[config.mk]
export PLATFORM = sky130hd
export DESIGN_NAME = seq_tx_101
export DESIGN_NICKNAME = d
export VERILOG_FILES = /design/src/rtl/seq_101_pkg.sv /design/src/rtl/seq_tx_shreg.sv /design/src/rtl/seq_tx_101.sv
export SDC_FILE = /design/constraint.sdc
export NUM_CORES = 1
export LEC_CHECK = 0
export ABC_AREA = 1
export CAP_MARGIN = 20
export CORE_MARGIN = 4
export CORE_UTILIZATION = 49
export DETAILED_ROUTE_END_ITERATION = 12
export PLACE_DENSITY = 0.76
export REMOVE_ABC_BUFFERS = 1
export SLEW_MARGIN = 30
export SYNTH_ARGS = -nofsm -noshare
export SYNTH_HDL_FRONTEND = slang
export SYNTH_SLANG_ARGS = --single-unit
[constraint.sdc]
create_clock -name clk -period 1.6 [get_ports clk]
set_clock_uncertainty 0.2 [all_clocks]
set_input_delay 0.4 -clock clk [delete_from_list [all_inputs] [get_ports clk]]
set_output_delay 0.4 -clock clk [all_outputs]
set_load 0.03 [all_outputs]
[src/rtl/seq_101_pkg.sv]
// Shared definitions for the 101-preamble serial transmitter and its detector bench.
// Define SEQ_TX_PARITY_EN to add the PAR state to the shared encoding.
package seq_101_pkg;

    localparam logic [2:0] PREAMBLE     = 3'b101;
    localparam int         PREAMBLE_LEN = 3;

    typedef enum logic [2:0] {
        IDLE  = 3'd0,
        PRE_A = 3'd1,
        PRE_B = 3'd2,
        PRE_C = 3'd3,
`ifdef SEQ_TX_PARITY_EN
        DATA  = 3'd4,
        PAR   = 3'd5
`else
        DATA  = 3'd4
`endif
    } tx_state_t;

endpackage

[src/rtl/seq_tx_shreg.sv]
// Loadable MSB-first shift register with a remaining-bit counter and a last-bit flag.
module seq_tx_shreg #(
    parameter int W = 8
) (
    input  logic         clk_i,
    input  logic         rst_i,
    input  logic         load_i,
    input  logic         shift_i,
    input  logic [W-1:0] din_i,
    output logic         msb_o,
    output logic         last_o
);

    localparam int CNT_W = $clog2(W + 1);

    logic [W-1:0]     sh_q, sh_d;
    logic [CNT_W-1:0] cnt_q, cnt_d;

    always_comb begin
        sh_d  = sh_q;
        cnt_d = cnt_q;
        if (load_i) begin
            sh_d  = din_i;
            cnt_d = CNT_W'(W);
        end else if (shift_i && (cnt_q != '0)) begin
            sh_d  = sh_q << 1;
            cnt_d = cnt_q - CNT_W'(1);
        end
    end

    always_ff @(posedge clk_i) begin
        if (rst_i) begin
            sh_q  <= '0;
            cnt_q <= '0;
        end else begin
            sh_q  <= sh_d;
            cnt_q <= cnt_d;
        end
    end

    // cnt_q counts bits still to send, so the current MSB is the last one when it reaches 1.
    assign msb_o  = sh_q[W-1];
    assign last_o = (cnt_q == CNT_W'(1));

endmodule

[src/rtl/seq_tx_101.sv]
// Moore-FSM serial framer: preamble 1,0,1 then PAYLOAD_W bits MSB-first on D.
// Define SEQ_TX_PARITY_EN to append an even-parity bit after the payload.
module seq_tx_101
    import seq_101_pkg::*;
#(
    parameter int PAYLOAD_W = 8
) (
    input  logic                 clk,
    input  logic                 rst,
    input  logic [PAYLOAD_W-1:0] data,
    input  logic                 valid,
    output logic                 ready,
    output logic                 D,
    output logic                 busy,
    output logic                 done,
    output tx_state_t            dbg_state
);

    tx_state_t state_q, state_d;
    logic      handshake;
    logic      sh_msb;
    logic      sh_last;

    // A word transfers when valid && ready at a rising edge; ready is high only in IDLE,
    // so valid outside IDLE is ignored and data is sampled exactly once per frame.
    assign handshake = valid && (state_q == IDLE);

    seq_tx_shreg #(
        .W (PAYLOAD_W)
    ) u_shreg (
        .clk_i   (clk),
        .rst_i   (rst),
        .load_i  (handshake),
        .shift_i (state_q == DATA),
        .din_i   (data),
        .msb_o   (sh_msb),
        .last_o  (sh_last)
    );

`ifdef SEQ_TX_PARITY_EN
    logic par_q;

    always_ff @(posedge clk) begin
        if (rst) begin
            par_q <= 1'b0;
        end else if (handshake) begin
            par_q <= ^data;
        end
    end
`endif

    always_ff @(posedge clk) begin
        if (rst) begin
            state_q <= IDLE;
        end else begin
            state_q <= state_d;
        end
    end

    always_comb begin
        state_d = state_q;
        case (state_q)
            IDLE:  if (valid) state_d = PRE_A;
            PRE_A: state_d = PRE_B;
            PRE_B: state_d = PRE_C;
            PRE_C: state_d = DATA;
`ifdef SEQ_TX_PARITY_EN
            DATA:  if (sh_last) state_d = PAR;
            PAR:   state_d = IDLE;
`else
            DATA:  if (sh_last) state_d = IDLE;
`endif
            default: state_d = IDLE;
        endcase
    end

    // Outputs depend on state and registered shift-register bits only.
    always_comb begin
        D     = 1'b0;
        ready = 1'b0;
        busy  = 1'b1;
        done  = 1'b0;
        case (state_q)
            IDLE: begin
                ready = 1'b1;
                busy  = 1'b0;
            end
            PRE_A: D = PREAMBLE[2];
            PRE_B: D = PREAMBLE[1];
            PRE_C: D = PREAMBLE[0];
            DATA: begin
                D = sh_msb;
`ifdef SEQ_TX_PARITY_EN
                done = 1'b0;
`else
                done = sh_last;
`endif
            end
`ifdef SEQ_TX_PARITY_EN
            PAR: begin
                D    = par_q;
                done = 1'b1;
            end
`endif
            default: begin
                ready = 1'b1;
                busy  = 1'b0;
            end
        endcase
    end

    assign dbg_state = state_q;

endmodule

==> results of run 1 <==
==> layout by cell type, fill, tap and decap left out, drive strengths merged, types with 4 or more instances in the layout <==
master / netlist / final
a21oi: 17 / 17
buf: 4 / 24
clkbuf: 0 / 4
clkdlybuf4s50: 0 / 10
dfxtp: 15 / 15
inv: 17 / 17
nand2: 23 / 23
nand3: 20 / 20
nor2: 15 / 16
==> worst min path at each step <==
| stage | start | endpoint | slack [ns] | depth (start not counted) |
|---|---|---|---|---|
| floorplan | u_shreg.sh_q[0] | u_shreg.sh_q[0] | 0.25 | 2 |
| global placement | u_shreg.sh_q[0] | u_shreg.sh_q[0] | 0.26 | 2 |
| detailed placement | u_shreg.sh_q[4] | u_shreg.sh_q[4] | 0.28 | 2 |
| CTS | u_shreg.sh_q[4] | u_shreg.sh_q[4] | 0.29 | 2 |
| global route | u_shreg.sh_q[3] | u_shreg.sh_q[3] | 0.31 | 2 |
| finish | u_shreg.sh_q[3] | u_shreg.sh_q[3] | 0.29 | 2 |
==> flip-flops by register name, summed over array words and instances, names as in the netlist <==
register and flops:
dbg_state 3, u_shreg.cnt_q 4, u_shreg.sh_q 8
==> cell type report <==
class / count / share of cell area (%)
Clock buffer: 4 / 1.95
Inverter: 17 / 4.93
Timing Repair Buffer: 34 / 21.7
Multi-Input combinational cell: 82 / 45.8
Tap cell: 25 / 2.33
Sequential cell: 15 / 23.3
==> metal layers <==
metal | up-vias | share of wire [%] | track usage, %
li1 | 449 | - | -
met4 | 0 | 2.8 | 7.62
met5 | - | 0 | 0
met2 | 32 | 54 | 37.8
met3 | 8 | 4.7 | 4.08
met1 | 430 | 39 | 21.6
==> power by group <==
| part | total [W] | internal, W | switching, W | leakage (nW) |
|---|---|---|---|---|
| clock | 0.000219 | 0.0000967 | 0.000122 | 0.0150 |
| combinational | 0.000313 | 0.000136 | 0.000177 | 0.430 |
| sequential | 0.000422 | 0.000396 | 0.0000256 | 0.126 |
==> worst reg2reg max path: stages (launching register included) <==
cell and delay (ns):
sky130_fd_sc_hd__dfxtp_2 0.35, sky130_fd_sc_hd__buf_4 0.14, sky130_fd_sc_hd__inv_2 0.07, sky130_fd_sc_hd__ha_4 0.14
sky130_fd_sc_hd__inv_2 0.05, sky130_fd_sc_hd__nor2_4 0.19, sky130_fd_sc_hd__nor2_4 0.08, sky130_fd_sc_hd__a21oi_1 0.16
sky130_fd_sc_hd__a21oi_2 0.07
==> cell families (layout without fill, tap and decap cells) <==
family	after synthesis	count (layout)
AO/OA/AOI/OAI	20	20
AND/OR/NAND/NOR	59	60
adder cells (fa/ha/maj)	2	2
buffers and inverters	21	55
flip-flops	15	15
==> metrics by stage <==
step | setup slack (ns) | cells | utilization, % | instance area [um^2] | hold WS [ns]
floorplan | -0.531 | 113 | - | 872 | 0.248
global placement | -0.136 | 166 | 65.2 | 1140 | 0.264
detailed placement | -0.162 | 166 | 65.2 | 1140 | 0.276
CTS | -0.191 | 176 | 72.0 | 1260 | 0.291
global route | -0.284 | 177 | 77.1 | 1350 | 0.314
finish | -0.171 | 177 | 77.1 | 1350 | 0.291
==> what timing repair did <==
action | CTS | global route
gates cloned | 0 | 1
resized for setup | 17 | 19
setup buffers | 6 | 1
endpoints found under the hold margin | 0 | 0
pin swaps | 3 | 9
setup endpoints to repair | 4 | 16
==> implementation parameters, run 1 <==
Parameter                              Value

GRT
  Grt ovf    0
  Antenna violations before repair    0
  Largest net degree at the start of global routing    14
  First-pass GRT wire length    about 4000 um
  Global Route Usage Sum    20.1%
  Number of global-route vias before repair    960

Drt
  Total number of vias    slightly above 900
  Detailed-router iteration count before antenna repair    4
  Number of DRC violations after detailed routing    0
  Final ANT Viol Nets    0
  Initial DRC Count    32
  Mean routed wirelength per cell    about 14 um
  Via count normalized by instance count    slightly above 5
  Total routed wirelength    2450 um

Worst hold path
  Tightest Hold Check Type    reg2reg

Finish
  Footprint of the multi-input gates    between 600 and 700 um^2
  Register Area    around 310 um^2
  Area Overhead vs Synth    48.9%
  Count of inserted antenna diode cells    0
  Final nets    between 150 and 200
  Layout cell share with drive strength beyond 1    approximately 53%
  Fillers    around 120

Critical path
  Sort of element at the end of the critical path    output pin
  Launching element type of the critical path    flip-flop
  Largest stage delay on the critical path    roughly 0.39 ns
  Number of logic stages on the critical path including buffering    6
  Slowest library cell on the worst path    sky130_fd_sc_hd__dfxtp_4
  Class of the most critical setup path    reg2out
  Source of the worst register-to-register timing path    u_shreg.cnt_q[0]
  Worst R2R Setup Slack    approximately 0.050 ns
  Worst path top cell family by delay    flip-flops
  Critical path destination    busy
  Crit path arrival time    roughly 1.2 ns
  Buffer and inverter count on the worst path    3
  Data required, critical path    1.00 ns
  Cells along the critical path    inv_4 -> nand2_2 -> nor2_4 -> nor2_1 -> inv_1 -> buf_4
  Worst reg2reg path depth    8
  Capture point of the worst reg-to-reg path    u_shreg.sh_q[7]
  Worst Path Max Fanout    4
  Launching element of the worst setup path    dbg_state[1]

Timing
  Upper clock frequency limit    between 500 and 600 MHz
  Total count of max-transition violations in the final report    0
  Relative slew margins    around 85%
  Final period demand of the worst path    ~1.8 ns
  Unrepaired setup endpoints after global routing    true
  Post-route fraction of the period consumed by the critical path    111%
  Final worst slack    -0.171 ns
  Hold Fails Final Rpt    0
  Endpoints failing setup    4
  Post-Route Setup TNS    -0.609 ns
  Worst-margin pin slew    around 0.22 ns

Logic synthesis
  Synth Flop Type    sky130_fd_sc_hd__dfxtp_1
  Unique masters post-synth    22
  Total standard cell area after synthesis    ~900 um^2
  Share of the synthesized area in the top cell type    around a third
  Most used standard cells in the synthesized netlist    sky130_fd_sc_hd__nand2_1, sky130_fd_sc_hd__dfxtp_1, sky130_fd_sc_hd__inv_1, sky130_fd_sc_hd__nor2_1
  Sequential area share after synthesis    around a third
  Mean instance size in the synthesized netlist    7.72 um^2
  Ranking of synthesized cells by area    sky130_fd_sc_hd__dfxtp_1, sky130_fd_sc_hd__nand3_2, sky130_fd_sc_hd__a21oi_2, sky130_fd_sc_hd__nand2_1, sky130_fd_sc_hd__nand3_1
  Synth Instances    117
  Main combinational cell family by area after synthesis    simple AND/OR/NAND/NOR gates
  Basic-gate share of the synthesized area counting and, or, nand and nor cells    a little under two fifths
  Biggest area consumer among synthesized cells    sky130_fd_sc_hd__dfxtp_1
  Most frequent cell after synthesis    sky130_fd_sc_hd__nand2_1
  Synthesized-area fraction occupied by adder cells    between 2 and 3%
  Count of flip-flops with a built-in enable after synthesis    0
  Post-synthesis mux area share    0%
  Synth Area in XOR/XNOR    0%
  Compound-cell area share of the yosys netlist    between 10% and 20%
  Fraction of registers with async set or reset after synthesis    0%
  Total number of yosys warnings    0
  Count of state elements after synthesis    15

Placed design
  Weighted congestion at the end of routability-driven global placement    around 0.77
  HPWL after detailed placement    about 1400 um
  Port Buf Inserts    17

Pwr
  Final Total Pwr    0.000954 W
  Static power due to leakage    roughly 0.57 nW
  Maximum vdd ir drop    approximately 0.48 mV
  Power density normalized to cell area    709 nW/um^2

Floorplan
  Die area    ~2600 um^2
  Overall die width    50.9 um
  Starting Density    between 50% and 60%
  Site row count    15
  Number of primary I/O pins    18
  Area of the core    1750 um^2
  Die Span Y    slightly above 50 um

Clock tree
  H-tree levels    1
  Clock-pin slew on the worst setup and hold paths    0.09 ns
  Max Root-Sink Buffers    2
  CTS root buffer    sky130_fd_sc_hd__clkbuf_4
  Clock tree from TritonCTS    built
  Worst skew pair latency    around 0.28 ns
  Clock net sink count    15
  Clock buffer count from CTS    3
  CTS Hold Buffers Added    0

Outcome
  Failing checks    setup timing
  Result of the run    finished with violations

Flow run
  Number of maximum-capacitance constraint violations    0
Power figures use the tool's default switching activity.
==> inputs of run 2 (changes only) <==
--- a/config.mk
+++ b/config.mk
@@ -12,7 +12,9 @@
 export DETAILED_ROUTE_END_ITERATION = 12
 export PLACE_DENSITY = 0.76
 export REMOVE_ABC_BUFFERS = 1
+export SKIP_CTS_REPAIR_TIMING = 1
 export SLEW_MARGIN = 30
 export SYNTH_ARGS = -nofsm -noshare
 export SYNTH_HDL_FRONTEND = slang
 export SYNTH_SLANG_ARGS = --single-unit
+export TNS_END_PERCENT = 1
==> run 2 against run 1 <==
  * Design area down 7.3%
  * Maximum frequency down 2.2%
  * Critical endpoint is now D
  * Global-route usage down 2.6 points
  * Sequential power about the same
  * Clock power about the same
  * Die area unchanged
  * Highest routed layer unchanged
  * Sequential cell count unchanged
  * Worst setup slack worse by 0.039 ns
  * Register-to-register slack better by 0.05 ns
  * Critical path type unchanged
  * Wire length down 17%
  * The flow still finishes with violations (setup timing)
==> implementation parameters, run 2 (synthesis gave the netlist of run 1 again) <==
Parameter                              Value

Outcome
  Result of the run    finished with violations
  Failing checks    setup timing

Floorplan
  Die Span Y    50.9 um (unchanged)
  Area of the core    1750 um^2 (unchanged)
  Site row count    15 (unchanged)
  Overall die width    50.9 um (unchanged)
  Number of primary I/O pins    18 (unchanged)
  Starting Density    51.8% (unchanged)
  Die area    2590 um^2 (unchanged)

Drt
  Met3 wire length    81 um (-30%)
  Final ANT Viol Nets    0 (unchanged)
  Total number of vias    856 (-6.9%)
  Mean routed wirelength per cell    11.7 um (-16%)
  M1 WL    895 um (-5.5%)
  Via count normalized by instance count    4.92 (-5.2%)
  Top layer used by detailed routing    met4
  Initial DRC Count    10 (-69%)
  Detailed-router iteration count before antenna repair    4 (unchanged)
  Total routed wirelength    2030 um (-17%)
  Met2 wire length    1020 um (-23%)
  Number of DRC violations after detailed routing    0 (unchanged)

Worst hold path
  Hold path endpoint    u_shreg.cnt_q[0]
  Hold_sp    u_shreg.cnt_q[0]
  Hold depth    2 (unchanged)
  Tightest Hold Check Type    reg2reg

Critical path
  Worst reg2reg path depth    10 (+2)
  Crit path arrival time    1.21 ns (+0.04 ns)
  Class of the most critical setup path    reg2out
  Source of the worst register-to-register timing path    dbg_state[1]
  Sort of element at the end of the critical path    output pin
  Data required, critical path    1.00 ns (about the same)
  Launching element of the worst setup path    dbg_state[1]
  Launching element type of the critical path    flip-flop
  Capture point of the worst reg-to-reg path    u_shreg.cnt_q[3]
  Worst R2R Setup Slack    0.10 ns (+0.05 ns)
  Worst Path Max Fanout    5 (+1)

Finish
  Count of inserted antenna diode cells    0 (unchanged)
  Final nets    163 (-1.8%)
  Most frequent cells in the layout    sky130_fd_sc_hd__buf_4, sky130_fd_sc_hd__nand2_1, sky130_fd_sc_hd__inv_1
  Layout cell share with drive strength beyond 1    43.6% (-9.7 points)
  Footprint of the multi-input gates    542 um^2 (-12%)
  Largest register by flop count    u_shreg.sh_q
  Register Area    310 um^2 (-1.2%)
  Count of non-filler cells in the finished layout    174 (-1.7%)
  Most common cell after layout, fill and taps aside    sky130_fd_sc_hd__buf_4
  Area Overhead vs Synth    38.1%
  Fillers    140 (+19%)
  Post-Layout Inst Area    1250 um^2 (-7.3%)
  Number of flip-flops in the largest register    8 (unchanged)

Timing
  Endpoints failing setup    4 (unchanged)
  Hold Fails Final Rpt    0 (unchanged)
  Upper clock frequency limit    552 MHz (-2.2%)
  Unrepaired setup endpoints after global routing    true
  Relative slew margins    88.5% (+3.3 points)
  Final worst slack    -0.210 ns (-0.0390 ns)
  Post-route fraction of the period consumed by the critical path    113% (+2.4 points)
  Minimum hold slack    0.286 ns (-0.00484 ns)
  Worst-margin pin slew    0.172 ns (-0.0488 ns)
  Final period demand of the worst path    1.81 ns (+0.0390 ns)
  Total count of max-transition violations in the final report    0 (unchanged)
  Post-Route Setup TNS    -0.709 ns (-0.0998 ns)

Pwr
  Net switching fraction of the power    33.2% (-0.89 points)
  Combinational share of power    31.3% (-1.5 points)
  Final Total Pwr    0.000933 W (-2.2%)
  Sw power    0.000309 W (-4.8%)
  Sequential cell fraction of total power    45.1% (+0.9 points)
  Maximum vdd ir drop    0.459 mV (-4.7%)
  Static power due to leakage    0.550 nW (-3.8%)
  Power Internal    0.000624 W (-0.86%)
  Clock network power share    23.7% (+0.7 points)
  Power density normalized to cell area    748 nW/um^2 (+5.5%)

Clock tree
  H-tree levels    1 (unchanged)
  Clock net sink count    15 (unchanged)
  Max Root-Sink Buffers    2 (unchanged)
  Clock tree from TritonCTS    built
  Worst skew pair latency    0.28 ns (about the same)
  CTS root buffer    sky130_fd_sc_hd__clkbuf_4
  Clock buffer count from CTS    3 (unchanged)
  Clock-pin slew on the worst setup and hold paths    0.09 ns (about the same)

GRT
  First-pass GRT wire length    3510 um (-13%)
  Largest net degree at the start of global routing    14 (unchanged)
  Number of global-route vias before repair    884 (-7.9%)
  Grt ovf    0 (unchanged)
  Global Route Usage Sum    17.4% (-2.6 points)
  Antenna violations before repair    0 (unchanged)

Placed design
  HPWL after detailed placement    1400 um (unchanged)
  Cell area reported after detailed placement    1140 um^2 (unchanged)
  Weighted congestion at the end of routability-driven global placement    0.771 (unchanged)
  Port Buf Inserts    17 (unchanged)
  # placed instances    166 (unchanged)

Flow run
  Number of maximum-capacitance constraint violations    0 (unchanged)
-- run 2: layout make-up --
cell class / instances / area share, %
clock buffer: 4 / 2.11
inverter: 17 / 5.52
multi-input combinational: 81 / 43.4
sequential: 15 / 24.9
tap: 25 / 2.51
timing repair buffer: 32 / 21.6
-- run 2: worst max-delay path: stages (launching register included) --
cell,delay (ns)
sky130_fd_sc_hd__dfxtp_4,0.38
sky130_fd_sc_hd__inv_4,0.07
sky130_fd_sc_hd__nand2_4,0.05
sky130_fd_sc_hd__nor2_4,0.12
sky130_fd_sc_hd__nand2_1,0.06
sky130_fd_sc_hd__o21ai_1,0.07
sky130_fd_sc_hd__buf_4,0.17
-- run 2: per-stage QoR --
stage | utilization, % | setup WS (ns)
6_report | 71.5 | -0.210
5_1_grt | 71.5 | -0.306
4_1_cts | 66.7 | -0.266
3_5_place_dp | 65.2 | -0.162
3_3_place_gp | 65.2 | -0.136
2_1_floorplan | - | -0.531
-- run 2: worst max path at each step --
stage | to
final | D
after global routing | D
after CTS | busy
after detailed placement | u_shreg.sh_q[2]
after global placement | u_shreg.sh_q[1]
after floorplan | busy
-- run 2: power by group through the flow --
stage          sequential (W)  combinational, W  clock (W)
6_report             0.000421          0.000292   0.000221
5_1_grt              0.000424          0.000320   0.000243
4_1_cts              0.000418          0.000261   0.000225
3_5_place_dp         0.000426          0.000260          0
3_3_place_gp         0.000426          0.000256          0
2_1_floorplan        0.000435          0.000149          0
-- run 2: per-layer routing --
| metal | vias to the layer above | GRT usage (%) |
|---|---|---|
| met1 | 392 | 19.3 |
| li1 | 441 | - |
| met4 | 0 | 8.52 |
| met2 | 17 | 31.3 |
| met3 | 6 | 3.50 |
| met5 | - | 0 |
